$ cat src/rtl/shift_pkg.sv
// Shared definitions for the shift arbiter block.
//   - Operation encodings seen on req0_op / req1_op.
//   - FSM state encoding used by shift_arbiter.
package shift_pkg;

    localparam logic [1:0] OP_SLL = 2'b00;
    localparam logic [1:0] OP_SRL = 2'b01;
    localparam logic [1:0] OP_SRA = 2'b10;
    localparam logic [1:0] OP_ROR = 2'b11;

    typedef enum logic [1:0] {
        ST_IDLE = 2'b00,
        ST_EXEC = 2'b01,
        ST_ROT2 = 2'b10,
        ST_DONE = 2'b11
    } state_t;

endpackage

$ cat src/rtl/barrel_shift_core.sv
// Combinational left-only barrel shifter with zero fill.
// One stage per amount bit; stage s shifts by 2**s when amt[s] is set.
// Ports:
//   x    in   WIDTH  operand
//   amt  in   AMT_W  left-shift amount
//   y    out  WIDTH  x << amt, zero filled
module barrel_shift_core #(
    parameter int WIDTH = 32,
    parameter int AMT_W = 5
) (
    input  logic [WIDTH-1:0] x,
    input  logic [AMT_W-1:0] amt,
    output logic [WIDTH-1:0] y
);

    logic [WIDTH-1:0] stage [0:AMT_W];

    assign stage[0] = x;

    for (genvar s = 0; s < AMT_W; s++) begin : g_stage
        assign stage[s+1] = amt[s] ? (stage[s] << (1 << s)) : stage[s];
    end

    assign y = stage[AMT_W];

endmodule

$ cat src/rtl/shift_arbiter.sv
// Two-requester round-robin front end sharing a single left barrel shifter.
// Right shifts run the core on bit-reversed data and reverse the result;
// ROR takes a second pass (data << (-amt mod WIDTH)) ORed into the first.
// Ports:
//   clk, rst              rising-edge clock, synchronous active-high reset
//   req_valid / req_ready per-requester handshake (ready only in IDLE, one-hot)
//   req0_data/amt/op      requester 0 operation fields
//   req1_data/amt/op      requester 1 operation fields
//   out_valid / out_ready result handshake
//   out_data / out_id     registered result and issuing requester
//   busy                  high whenever the FSM is not idle
module shift_arbiter
    import shift_pkg::*;
#(
    parameter int WIDTH = 32,
    parameter int AMT_W = 5
) (
    input  logic             clk,
    input  logic             rst,
    input  logic [1:0]       req_valid,
    output logic [1:0]       req_ready,
    input  logic [WIDTH-1:0] req0_data,
    input  logic [AMT_W-1:0] req0_amt,
    input  logic [1:0]       req0_op,
    input  logic [WIDTH-1:0] req1_data,
    input  logic [AMT_W-1:0] req1_amt,
    input  logic [1:0]       req1_op,
    output logic             out_valid,
    input  logic             out_ready,
    output logic [WIDTH-1:0] out_data,
    output logic             out_id,
    output logic             busy
);

    state_t           state;
    state_t           state_nxt;
    logic             rr_ptr;
    logic             accept;

    logic [WIDTH-1:0] data_q;
    logic [AMT_W-1:0] amt_q;
    logic [1:0]       op_q;
    logic             id_q;
    logic [WIDTH-1:0] acc;

    logic [WIDTH-1:0] data_rev;
    logic [WIDTH-1:0] core_x;
    logic [AMT_W-1:0] core_amt;
    logic [WIDTH-1:0] core_y;
    logic [WIDTH-1:0] core_rev;
    logic [WIDTH-1:0] fill_mask;
    logic [WIDTH-1:0] exec_res;

    // Bit reversal of the operand and of the core output, plus the SRA sign
    // fill mask: bit i is set when i >= WIDTH-amt, i.e. the top amt bits.
    for (genvar i = 0; i < WIDTH; i++) begin : g_bits
        localparam logic [AMT_W:0] THR = (AMT_W+1)'(WIDTH - 1 - i);
        assign data_rev[i]  = data_q[WIDTH-1-i];
        assign core_rev[i]  = core_y[WIDTH-1-i];
        assign fill_mask[i] = ({1'b0, amt_q} > THR);
    end

    barrel_shift_core #(
        .WIDTH (WIDTH),
        .AMT_W (AMT_W)
    ) u_core (
        .x   (core_x),
        .amt (core_amt),
        .y   (core_y)
    );

    // Core input select: the second ROR pass shifts the raw operand left by
    // the two's-complement amount, which wraps mod WIDTH in AMT_W bits.
    always_comb begin
        core_x   = (op_q == OP_SLL) ? data_q : data_rev;
        core_amt = amt_q;
        if (state == ST_ROT2) begin
            core_x   = data_q;
            core_amt = AMT_W'(0) - amt_q;
        end
    end

    always_comb begin
        exec_res = (op_q == OP_SLL) ? core_y : core_rev;
        if ((op_q == OP_SRA) && data_q[WIDTH-1]) begin
            exec_res = exec_res | fill_mask;
        end
    end

    // FSM: state register
    always_ff @(posedge clk) begin
        if (rst) begin
            state <= ST_IDLE;
        end else begin
            state <= state_nxt;
        end
    end

    // FSM: next-state logic
    always_comb begin
        state_nxt = state;
        case (state)
            ST_IDLE: if (accept) state_nxt = ST_EXEC;
            ST_EXEC: state_nxt = ((op_q == OP_ROR) && (amt_q != '0)) ? ST_ROT2 : ST_DONE;
            ST_ROT2: state_nxt = ST_DONE;
            ST_DONE: if (out_ready) state_nxt = ST_IDLE;
            default: state_nxt = ST_IDLE;
        endcase
    end

    // FSM: outputs. Grants only in IDLE; a contested cycle goes to rr_ptr.
    always_comb begin
        req_ready = 2'b00;
        if (state == ST_IDLE) begin
            if (req_valid == 2'b11) begin
                req_ready = rr_ptr ? 2'b10 : 2'b01;
            end else begin
                req_ready = req_valid;
            end
        end
        out_valid = (state == ST_DONE);
        busy      = (state != ST_IDLE);
    end

    // req_ready is a subset of req_valid, so any ready bit is a transfer.
    assign accept   = |req_ready;
    assign out_data = acc;
    assign out_id   = id_q;

    // Operand capture and accumulation
    always_ff @(posedge clk) begin
        if (rst) begin
            acc    <= '0;
            id_q   <= 1'b0;
            rr_ptr <= 1'b0;
        end else begin
            case (state)
                ST_IDLE: begin
                    if (accept) begin
                        data_q <= req_ready[1] ? req1_data : req0_data;
                        amt_q  <= req_ready[1] ? req1_amt  : req0_amt;
                        op_q   <= req_ready[1] ? req1_op   : req0_op;
                        id_q   <= req_ready[1];
                        rr_ptr <= ~req_ready[1];
                    end
                end
                ST_EXEC: acc <= exec_res;
                ST_ROT2: acc <= acc | core_y;
                default: ;
            endcase
        end
    end

endmodule

$ cat config.mk
export PLATFORM = sky130hd
export DESIGN_NAME = shift_arbiter
export DESIGN_NICKNAME = d
export VERILOG_FILES = /design/src/rtl/shift_pkg.sv /design/src/rtl/barrel_shift_core.sv /design/src/rtl/shift_arbiter.sv
export SDC_FILE = /design/constraint.sdc
export NUM_CORES = 1
export LEC_CHECK = 0
export BUFFER_PORTS_ARGS = -buffer_cell sky130_fd_sc_hd__buf_2
export CAP_MARGIN = 0
export CORE_MARGIN = 2
export CORE_UTILIZATION = 48
export DETAILED_ROUTE_END_ITERATION = 8
export PLACE_DENSITY = 0.74
export SKIP_CTS_REPAIR_TIMING = 1
export SYNTH_ARGS = -nofsm -noshare
export SYNTH_HDL_FRONTEND = slang
export SYNTH_SLANG_ARGS = --single-unit
$ cat constraint.sdc
create_clock -name clk -period 5.9 [get_ports clk]
set_input_delay 0.59 -clock clk [delete_from_list [all_inputs] [get_ports clk]]
set_output_delay 0.59 -clock clk [all_outputs]
set_load 0.1 [all_outputs]
==> run_results.csv <==
group,metric,value,unit
timing,tightest_slew,0.9963,ns
layout,area_growth,14.35,%
floorplanning,die_area,0.01527,sq mm
power,switching_share,54.64,%
floorplanning,initial_utilization,49.25,%
run_status,status,"completed",
drt,via_per_inst,6.549,
setup_path,endpoint_kind,"flop",
place,dp_slack,1.717,ns
place,routabilityCongestion,1.014,
drt,first_iter_violations,1019,
synthesis,ys_seq_area_share,27.57,%
drt,wl_per_cell,20.99,microns
global_route,antenna_found_initial,0,
synthesis,postSynthAreaPerCell,9.078,sq um
setup_path,path_max_fanout,26,
clock_tree,cts_tree,"done",
timing,period_needed,4.282,ns
synthesis,synthDistinctLibCells,84,
drt,drc,0,
clock_tree,clockBufferDepth,2,
synthesis,syn-num-nets,848,
floorplanning,ios,120,
layout,final_area,0.007848,sq mm
synthesis,yosys_register_bits,75,
layout,n_fill_cell,1265,
global_route,met2_usage,43.82,%
clock_tree,htree_levels,3,
floorplanning,die_h,123.6,microns
drt,wirelength,21.43,mm
place,dpl-instance-area,0.007481,sq mm
global_route,busiest_layer,"met2",
global_route,grt_pass1_wl,33.42,mm
timing,fmax,233.5,MHz
synthesis,yosys-top-cells-area,"edfxtp_1 (17%), dfxtp_1 (11%), mux4_2 (11%)",
floorplanning,fp-row-count,43,
synthesis,yosys.area.top_type,"edfxtp_1",
setup_path,cp-start-kind,"flop",
drt,first_pass_iters,6,
power,p_leak,3.118,nW
power,seq_power_share,16.6,%
synthesis,synthFlopType,"edfxtp_1",
place,dp_hpwl,15.54,mm
clock_tree,clk_pin_slew,0.06,ns
setup_path,worstPathRequired,6.10,ns
hold_path,hold_path_depth,2,
power,power_switching,2.960,mW
drt,via_count,6687,
synthesis,synth_cells,756,
timing,maxSlewViolCount,0,
timing,tns,0,ns
global_route,met1_usage,39.00,%
timing,fin_ws,1.618,ns
timing,rsz0062_at_grt,"false",
clock_tree,cts_buffers,9,
hold_path,hp-class,"reg -> reg",
global_route,track_usage,28.61,%
power,power_per_cell_area,690.3,mW/mm^2
timing,fin_crit_sh,72.57,%
power,p_clk_share,12.6,%
setup_path,cp_data_arrival_time,4.48,ns
global_route,overflow,0,
synthesis,synth_top_area_share,17.06,%
global_route,grt_pass1_vias,6107,
layout,drive_gt1_share,29.96,%
clock_tree,ctsRootBufferMaster,"clkbuf_16",
floorplanning,die_w,123.6,microns
global_route,grt_max_degree,47,
power,power.share.combinational,70.8,%
flow_run,maxCapViolCount,0,
place,io_buffers,119,
layout,antennaDiodeCount,0,
power,peakVddDrop,268.2,uV
power,p_int,2.457,mW
global_route,met3_usage,6.227,%
synthesis,synth_edf_count,39,
synthesis,synthesis.area,0.006863,sq mm
drt,ant_nets,0,
synthesis,yosysWarnings,0,
power,power.total,5.417,mW
floorplanning,coreArea,0.01393,sq mm
synthesis,synthArstFlopShare,0,%
clock_tree,cts.sinks,75,
timing,setup_viol,0,
timing,slew_headroom,33.58,%
synthesis,synth_most_common_cell,"nand2_1",
setup_path,rr_worst_depth,11,
setup_path,crit_type,"reg -> reg",
layout,fin_nets,928,
timing,finalHoldViolCount,0,
timing,skew,0.009397,ns
clock_tree,clk_latency,0.35,ns
synthesis,synth_common_cells,"nand2_1 (83), nor2_1 (73), mux2i_1 (54)",
-- power by group through the flow --
stage	clock (mW)	sequential [mW]	combinational, mW
after global placement	0	0.900	3.73
after global routing	0.706	0.914	4.08
after detailed placement	0	0.901	3.74
after floorplan	0	1.34	2.51
after CTS	0.688	0.891	3.76
final	0.685	0.899	3.83
-- per-stage QoR --
step | std cells | hold slack, ns | util [%]
detailed placement | 1005 | 0.4385 | 53.69
global placement | 1005 | 0.4293 | 53.69
global route | 1021 | 0.4745 | 56.32
CTS | 1021 | 0.4486 | 56.32
floorplan | 756 | 0.4996 | -
finish | 1021 | 0.4433 | 56.32
-- cells in the final DEF (no fill, tap or decap), types with 32 or more instances in the layout --
master    instances
nand2_1          83
o21ai_0          40
buf_2           119
edfxtp_1         39
mux2i_1          54
mux4_2           32
a21oi_1          51
nor2_1           73
mux2_2           44
dfxtp_1          36
-- path summary, 6_finish.rpt --
| kind | to | slack (ns) | startpoint |
|---|---|---|---|
| hold / removal | out_data[22] | 0.44 | out_data[22] |
| setup / recovery | out_data[31] | 1.62 | state[0] |
| setup reg to reg | out_data[31] | 1.62 | state[0] |
| hold reg to reg | out_data[22] | 0.44 | out_data[22] |
-- cell type report --
class                   count  area [sq um]  share of cell area, %
multi-input cells         603          4614                  58.80
flip-flops and latches     75          1892                  24.11
clock inverters             6         137.6                  1.754
clock buffers              10         229.0                  2.918
well taps                 180         225.2                  2.870
inverters                  15         56.30                 0.7175
repair buffers            132         693.2                  8.833
-- critical path: stages, from the launching register on --
cell,delay [ns]
dfxtp_1,0.34
inv_1,0.11
ha_1,0.83
mux2i_4,0.87
buf_4,0.31
mux2i_1,0.37
a21oi_1,0.14
mux2_2,0.29
mux2i_1,0.29
o21ai_2,0.17
a21oi_1,0.28
a2111oi_1,0.13
-- registers in the layout, indices dropped and copies added, names as in the netlist --
name and cells:
out_id 1, state 2, op_q 2, rr_ptr 1
out_data 32, amt_q 5, data_q 32
-- logic make-up after synthesis --
group	after synthesis	share of synthesized area (%)
AND/OR/NAND/NOR	232	15.13
AO/OA/AOI/OAI	225	22.95
multiplexers	132	26.14
buffers and inverters	78	5.816
flip-flops	75	27.57
adder cells (fa/ha/maj)	9	1.641
XOR/XNOR	5	0.7477
-- per-layer routing --
metal	up-vias	share of wire (%)
met5	-	0
met4	0	3.8
met3	58	9.7
met2	411	45
met1	3149	42
li1	3069	-
No activity file was read; power rests on OpenSTA's default activity.
